File: src/rtl/pkt_sched_pkg.sv
// Shared types and constants for the egress packet scheduler.
// The preamble constants are only consumed when PREAMBLE_GEN_EN is defined.
package pkt_sched_pkg;

  // Scheduler states; lpS_PRE is only reachable with PREAMBLE_GEN_EN defined
  typedef enum logic [2:0] {
    lpS_IDLE,
    lpS_LOAD,
    lpS_PRE,
    lpS_SEND,
    lpS_IFG
  } state_t;

  localparam logic [7:0] lpPREAMBLE     = 8'h55;
  localparam logic [7:0] lpSFD_BYTE     = 8'hD5;
  localparam int         lpPREAMBLE_LEN = 8;

endpackage

File: src/rtl/pkt_egress_arbiter_rr_arbiter.sv
// Combinational rotate-priority arbiter.
// The search starts at the port just after ilast and wraps around, so the
// most recently served port has the lowest priority.
module rr_arbiter #(
  parameter  int pPORTS  = 4,
  localparam int lpIDX_W = $clog2(pPORTS)
) (
  input  logic [pPORTS-1:0]  ireq,
  input  logic [lpIDX_W-1:0] ilast,
  output logic [pPORTS-1:0]  ogrant,
  output logic [lpIDX_W-1:0] oidx
);

  logic               found;
  logic [lpIDX_W-1:0] cand;

  // Walk the ports in priority order and keep the first requester found
  always_comb begin
    ogrant = '0;
    oidx   = '0;
    found  = 1'b0;
    cand   = '0;
    for (int k = 1; k <= pPORTS; k++) begin
      cand = lpIDX_W'((int'(ilast) + k) % pPORTS);
      if (!found && ireq[cand]) begin
        found        = 1'b1;
        ogrant[cand] = 1'b1;
        oidx         = cand;
      end
    end
  end

endmodule

File: src/rtl/pkt_egress_arbiter.sv
// Round-robin egress scheduler: picks one ingress packet buffer at a time,
// pops its head length, reads exactly that many bytes from its SRAM and
// forwards them as one contiguous otx_en frame followed by an inter-frame gap.
// Optional feature macro: PREAMBLE_GEN_EN (prepends 7x 0x55 + 0xD5 to each frame).
module pkt_egress_arbiter
  import pkt_sched_pkg::*;
#(
  parameter int pPORTS      = 4,
  parameter int pDATA_WIDTH = 8,
  parameter int pLEN_WIDTH  = 11,
  parameter int pIFG_CYCLES = 12
) (
  input  logic                          iclk,
  input  logic                          i_rst,
  input  logic [pPORTS-1:0]             ireq,
  input  logic [pPORTS*pLEN_WIDTH-1:0]  ilen,
  input  logic [pPORTS*pDATA_WIDTH-1:0] idata,
  input  logic                          ipause,
  output logic [pPORTS-1:0]             olen_pop,
  output logic [pPORTS-1:0]             ord_en,
  output logic [pPORTS-1:0]             ogrant,
  output logic                          otx_en,
  output logic [pDATA_WIDTH-1:0]        otx_d,
  output logic                          obusy
);

  localparam int lpIDX_W = $clog2(pPORTS);
  localparam int lpGAP_W = $clog2(pIFG_CYCLES + 1);

  state_t                  state;
  logic [lpIDX_W-1:0]      rsel;
  logic [lpIDX_W-1:0]      last;
  logic [pLEN_WIDTH-1:0]   rlen;
  logic [pLEN_WIDTH-1:0]   cnt;
  logic [lpGAP_W-1:0]      gap;

  logic [pPORTS-1:0]       arb_grant;
  logic [lpIDX_W-1:0]      arb_idx;

  logic                    valid_d1;
  logic [lpIDX_W-1:0]      sel_d1;

`ifdef PREAMBLE_GEN_EN
  logic [2:0]              pre_cnt;
  logic                    pre_d1;
  logic [pDATA_WIDTH-1:0]  pre_byte_d1;
`endif

  rr_arbiter #(
    .pPORTS (pPORTS)
  ) u_rr_arbiter (
    .ireq   (ireq),
    .ilast  (last),
    .ogrant (arb_grant),
    .oidx   (arb_idx)
  );

  // Scheduler FSM; all control outputs are registered alongside the state
  always_ff @(posedge iclk) begin
    if (i_rst) begin
      state    <= lpS_IDLE;
      rsel     <= '0;
      last     <= lpIDX_W'(pPORTS - 1);
      rlen     <= '0;
      cnt      <= '0;
      gap      <= '0;
      olen_pop <= '0;
      ord_en   <= '0;
      ogrant   <= '0;
      obusy    <= 1'b0;
`ifdef PREAMBLE_GEN_EN
      pre_cnt  <= '0;
`endif
    end else begin
      olen_pop <= '0;
      case (state)
        lpS_IDLE: begin
          if (!ipause && (|ireq)) begin
            rsel     <= arb_idx;
            rlen     <= ilen[arb_idx*pLEN_WIDTH +: pLEN_WIDTH];
            olen_pop <= arb_grant;
            ogrant   <= arb_grant;
            obusy    <= 1'b1;
            state    <= lpS_LOAD;
          end
        end

        lpS_LOAD: begin
          last <= rsel;
          cnt  <= rlen;
          if (rlen == '0) begin
            ogrant <= '0;
            obusy  <= 1'b0;
            state  <= lpS_IDLE;
          end else begin
`ifdef PREAMBLE_GEN_EN
            pre_cnt <= '0;
            state   <= lpS_PRE;
`else
            ord_en  <= ogrant;
            state   <= lpS_SEND;
`endif
          end
        end

`ifdef PREAMBLE_GEN_EN
        lpS_PRE: begin
          pre_cnt <= pre_cnt + 3'd1;
          if (pre_cnt == 3'(lpPREAMBLE_LEN - 1)) begin
            ord_en <= ogrant;
            state  <= lpS_SEND;
          end
        end
`endif

        lpS_SEND: begin
          cnt <= cnt - pLEN_WIDTH'(1);
          if (cnt == pLEN_WIDTH'(1)) begin
            ord_en <= '0;
            gap    <= lpGAP_W'(pIFG_CYCLES - 1);
            state  <= lpS_IFG;
          end
        end

        lpS_IFG: begin
          if (gap == '0) begin
            ogrant <= '0;
            obusy  <= 1'b0;
            state  <= lpS_IDLE;
          end else begin
            gap <= gap - lpGAP_W'(1);
          end
        end

        default: begin
          ord_en <= '0;
          ogrant <= '0;
          obusy  <= 1'b0;
          state  <= lpS_IDLE;
        end
      endcase
    end
  end

  // Two-stage egress pipeline that absorbs the SRAM's one-cycle read latency
  always_ff @(posedge iclk) begin
    if (i_rst) begin
      valid_d1    <= 1'b0;
      sel_d1      <= '0;
      otx_en      <= 1'b0;
      otx_d       <= '0;
`ifdef PREAMBLE_GEN_EN
      pre_d1      <= 1'b0;
      pre_byte_d1 <= '0;
`endif
    end else begin
      sel_d1 <= rsel;
      otx_en <= valid_d1;
`ifdef PREAMBLE_GEN_EN
      valid_d1    <= (|ord_en) || (state == lpS_PRE);
      pre_d1      <= (state == lpS_PRE);
      pre_byte_d1 <= (pre_cnt == 3'(lpPREAMBLE_LEN - 1)) ?
                     pDATA_WIDTH'(lpSFD_BYTE) : pDATA_WIDTH'(lpPREAMBLE);
      if (!valid_d1)
        otx_d <= '0;
      else if (pre_d1)
        otx_d <= pre_byte_d1;
      else
        otx_d <= idata[sel_d1*pDATA_WIDTH +: pDATA_WIDTH];
`else
      valid_d1 <= |ord_en;
      otx_d    <= valid_d1 ? idata[sel_d1*pDATA_WIDTH +: pDATA_WIDTH] : '0;
`endif
    end
  end

endmodule
File: config.mk
export PLATFORM = sky130hd
export DESIGN_NAME = pkt_egress_arbiter
export DESIGN_NICKNAME = d
export VERILOG_FILES = /design/src/rtl/pkt_sched_pkg.sv /design/src/rtl/pkt_egress_arbiter_rr_arbiter.sv /design/src/rtl/pkt_egress_arbiter.sv
export SDC_FILE = /design/constraint.sdc
export NUM_CORES = 1
export LEC_CHECK = 0
export ABC_AREA = 1
export CORE_MARGIN = 4
export CORE_UTILIZATION = 30
export CTS_CLUSTER_DIAMETER = 80
export DETAILED_ROUTE_END_ITERATION = 10
export HOLD_SLACK_MARGIN = 0.06
export PLACE_DENSITY = 0.55
export SLEW_MARGIN = 10
export SYNTH_ARGS = -nofsm -noshare
export SYNTH_HDL_FRONTEND = slang
export SYNTH_SLANG_ARGS = --single-unit
File: constraint.sdc
create_clock -name iclk -period 5.6 [get_ports iclk]
set_clock_uncertainty 0.1 [all_clocks]
set_input_delay 1.12 -clock iclk [delete_from_list [all_inputs] [get_ports iclk]]
set_output_delay 1.12 -clock iclk [all_outputs]
set_load 0.01 [all_outputs]
==> results_dict.tcl <==
set metrics [dict create \
    status "finished, final reports clean" \
    dieWidth_um 117 \
    core_area_um2 11500 \
    hold_buffers 0 \
    grt.total_usage 0.149 \
    clock_latency_ns 0.32 \
    syn_inst 539 \
    cp-end-kind "flop" \
    crit_path_frequent_cell "nand2_1" \
    clock-sinks 58 \
    async_reset_ff_frac 0 \
    met2WireLength_mm 4.57 \
    synth_area_um2 3570 \
    synth_ff_type "dfxtp_1" \
    totalWireLength_mm 10.1 \
    relSlewSlack 0.474 \
    holdWs_ns 0.353 \
    cts-buffers-inserted 9 \
    syn_to_final_growth_pct 40.3 \
    syn-num-nets 633 \
    layout-drive-gt1-share 0.0779 \
    synth_cell_types 38 \
    min_period_ns 3.14 \
    postCtsResizedCells 0 \
    final_core_util 0.435 \
    synth_largest_area_cell "dfxtp_1" \
    clock-root-buffer "clkbuf_16" \
    overflow 0 \
    crit_arrival_ns 3.26 \
    yosysWarnings 0 \
    port_buffers 104 \
    yosysMostFrequentCell "nand2_1" \
    cts_setup_buffers 0 \
    finalMaxSlewViolations 0 \
    cts.clk_slew.worst_paths_ns 0.05 \
    die_height_um 117 \
    grt_pass1_vias 3703 \
    seq_area_frac_synth 0.325 \
    ys_seq_elements 58 \
    dr_wl_met3_um 758 \
    hold_path.class "flop to flop" \
    die_area_um2 13700 \
    place_hpwl_mm 7.96 \
    nets 732 \
    tightestPinTransition_ns 0.788 \
    cts_tree "yes" \
    cp-start-kind "primary input" \
    h-tree-depth 3 \
    routabilityCongestion 0.806 \
    initial_core_util 0.310 \
    drt-met1-wl_mm 4.69 \
    synth_top_cell_area_share 0.325 \
    timing.final.ws_setup_ns 2.46 \
    yosys-top-cells-area "dfxtp_1, nand2_1, inv_1" \
    antenna_cells 0 \
    clockBufferDepth 2 \
    p_per_area_nw_per_um2 504 \
    route.vias.total 3689 \
    syn_area_per_cell_um2 6.62 \
    antenna_found_initial 0 \
    routedWlPerCell_um 12.8 \
    setup_tns_ns 0 \
    total_power_mw 2.52 \
    crit_chain "clkdlybuf4s50_1 -> inv_1 -> nand2_1 -> nand3_2 -> nand2_4 -> nor2_8 -> nand4_4 -> nand2_4 -> nand2_1 -> nand3_1 -> nand3_1 -> nand2_1 -> inv_1" \
    grt_max_degree 33 \
    rows 39 \
    viasPerCell 4.70 \
    hold_viol_final 0 \
    clock.fmax_ghz 0.319 \
    synth_common_cells "nand2_1, inv_1, dfxtp_1" \
    cp_max_fo 23 \
    synth-edff-count 0 \
    crit_type "primary input to flop" \
    top_layer "met4" \
    power.leakage_nw 2.24 \
    drc 0 \
    ios 105 \
    cpPeakStageDelay_ns 0.42 \
    setup_viol 0 \
    drt_iter0_markers 144 \
    critPathSlowestCell "clkdlybuf4s50_1" \
    rsz0062_at_grt "false" \
    grt_pass1_wl_mm 16.7 \
    post-place-ws_ns 2.13 \
    dr.pass1.iters 4 \
    critical_path_required_ns 5.72 \
    cap_viol_max_count 0 \
    peakVddDrop_uv 233 \
    final.period_utilization 0.560 \
    antenna_left 0 \
]
-- metal layers --
layer,up-vias,GRT usage
met5,-,0
li1,1937,-
met1,1621,0.188
met3,4,0.0375
met2,127,0.258
met4,0,0.0298
-- cell type report --
type / count / area, um2
clock buffers: 13 / 270
clock inverters: 2 / 35.0
fillers: 1191 / 6510
inverters: 72 / 275
multi-input cells: 392 / 2040
flip-flops and latches: 58 / 1160
well taps: 143 / 179
repair buffers: 105 / 1050
-- path summary, 6_finish.rpt --
check | cells after the start | to | slack (ns) | start
worst max-delay path | 13 | rlen[7] | 2.46 | ireq[2]
worst min-delay path | 1 | gap[0] | 0.35 | gap[0]
worst max register to register | 13 | rlen[7] | 2.62 | last[0]
worst min register to register | 1 | gap[0] | 0.35 | gap[0]
-- worst max-delay path, delay by kind of cell --
kind | cells | cell delay [ns]
and+or+nand+nor | 10 | 1.55
buffers and inverters | 3 | 0.56
-- power by group --
group	total (mW)	switching [mW]	internal, mW
logic	1.36	0.878	0.478
clock network	0.552	0.175	0.377
registers	0.615	0.101	0.515
total	2.52	1.15	1.37
-- registers in the layout, indices dropped and copies added (netlist names) --
signal	count
last	2
rlen	11
valid_d1	1
otx_en	1
obusy	1
rsel	2
gap	4
sel_d1	2
ord_en	4
otx_d	8
olen_pop	4
ogrant	4
state	3
cnt	11
-- per-stage QoR --
step                instance area (um2)  std cells
floorplan                          3570        539
global placement                   4700        770
detailed placement                 4700        770
CTS                                5010        785
global route                       5010        785
finish                             5010        785
-- placed cells by master, fill, tap and decap left out, types with 2 or more instances in the layout --
master	instances
inv_1	63
xor2_1	5
nand4_1	2
nand3_1	46
inv_2	8
nand2_2	5
dfxtp_1	58
ha_1	11
a31oi_1	4
nand2_4	5
nand3_2	5
clkbuf_8	3
a21oi_1	38
o21ai_0	29
o22ai_1	2
nor2_1	54
o221ai_1	4
clkbuf_16	9
nor4_1	3
nor2_4	3
clkdlybuf4s50_1	104
a22oi_1	11
nand3b_1	3
nor3_1	4
nand2_1	147
-- cells by family after synthesis --
kind of cell,after synthesis,share of synthesized area
and+or+nand+nor,285,0.374
AOI/OAI and AO/OA,91,0.146
buffers and inverters,89,0.103
DFF,58,0.325
adders and majority gates,11,0.0386
xor gates and xnor gates,5,0.0123
Power figures use the tool's default switching activity.
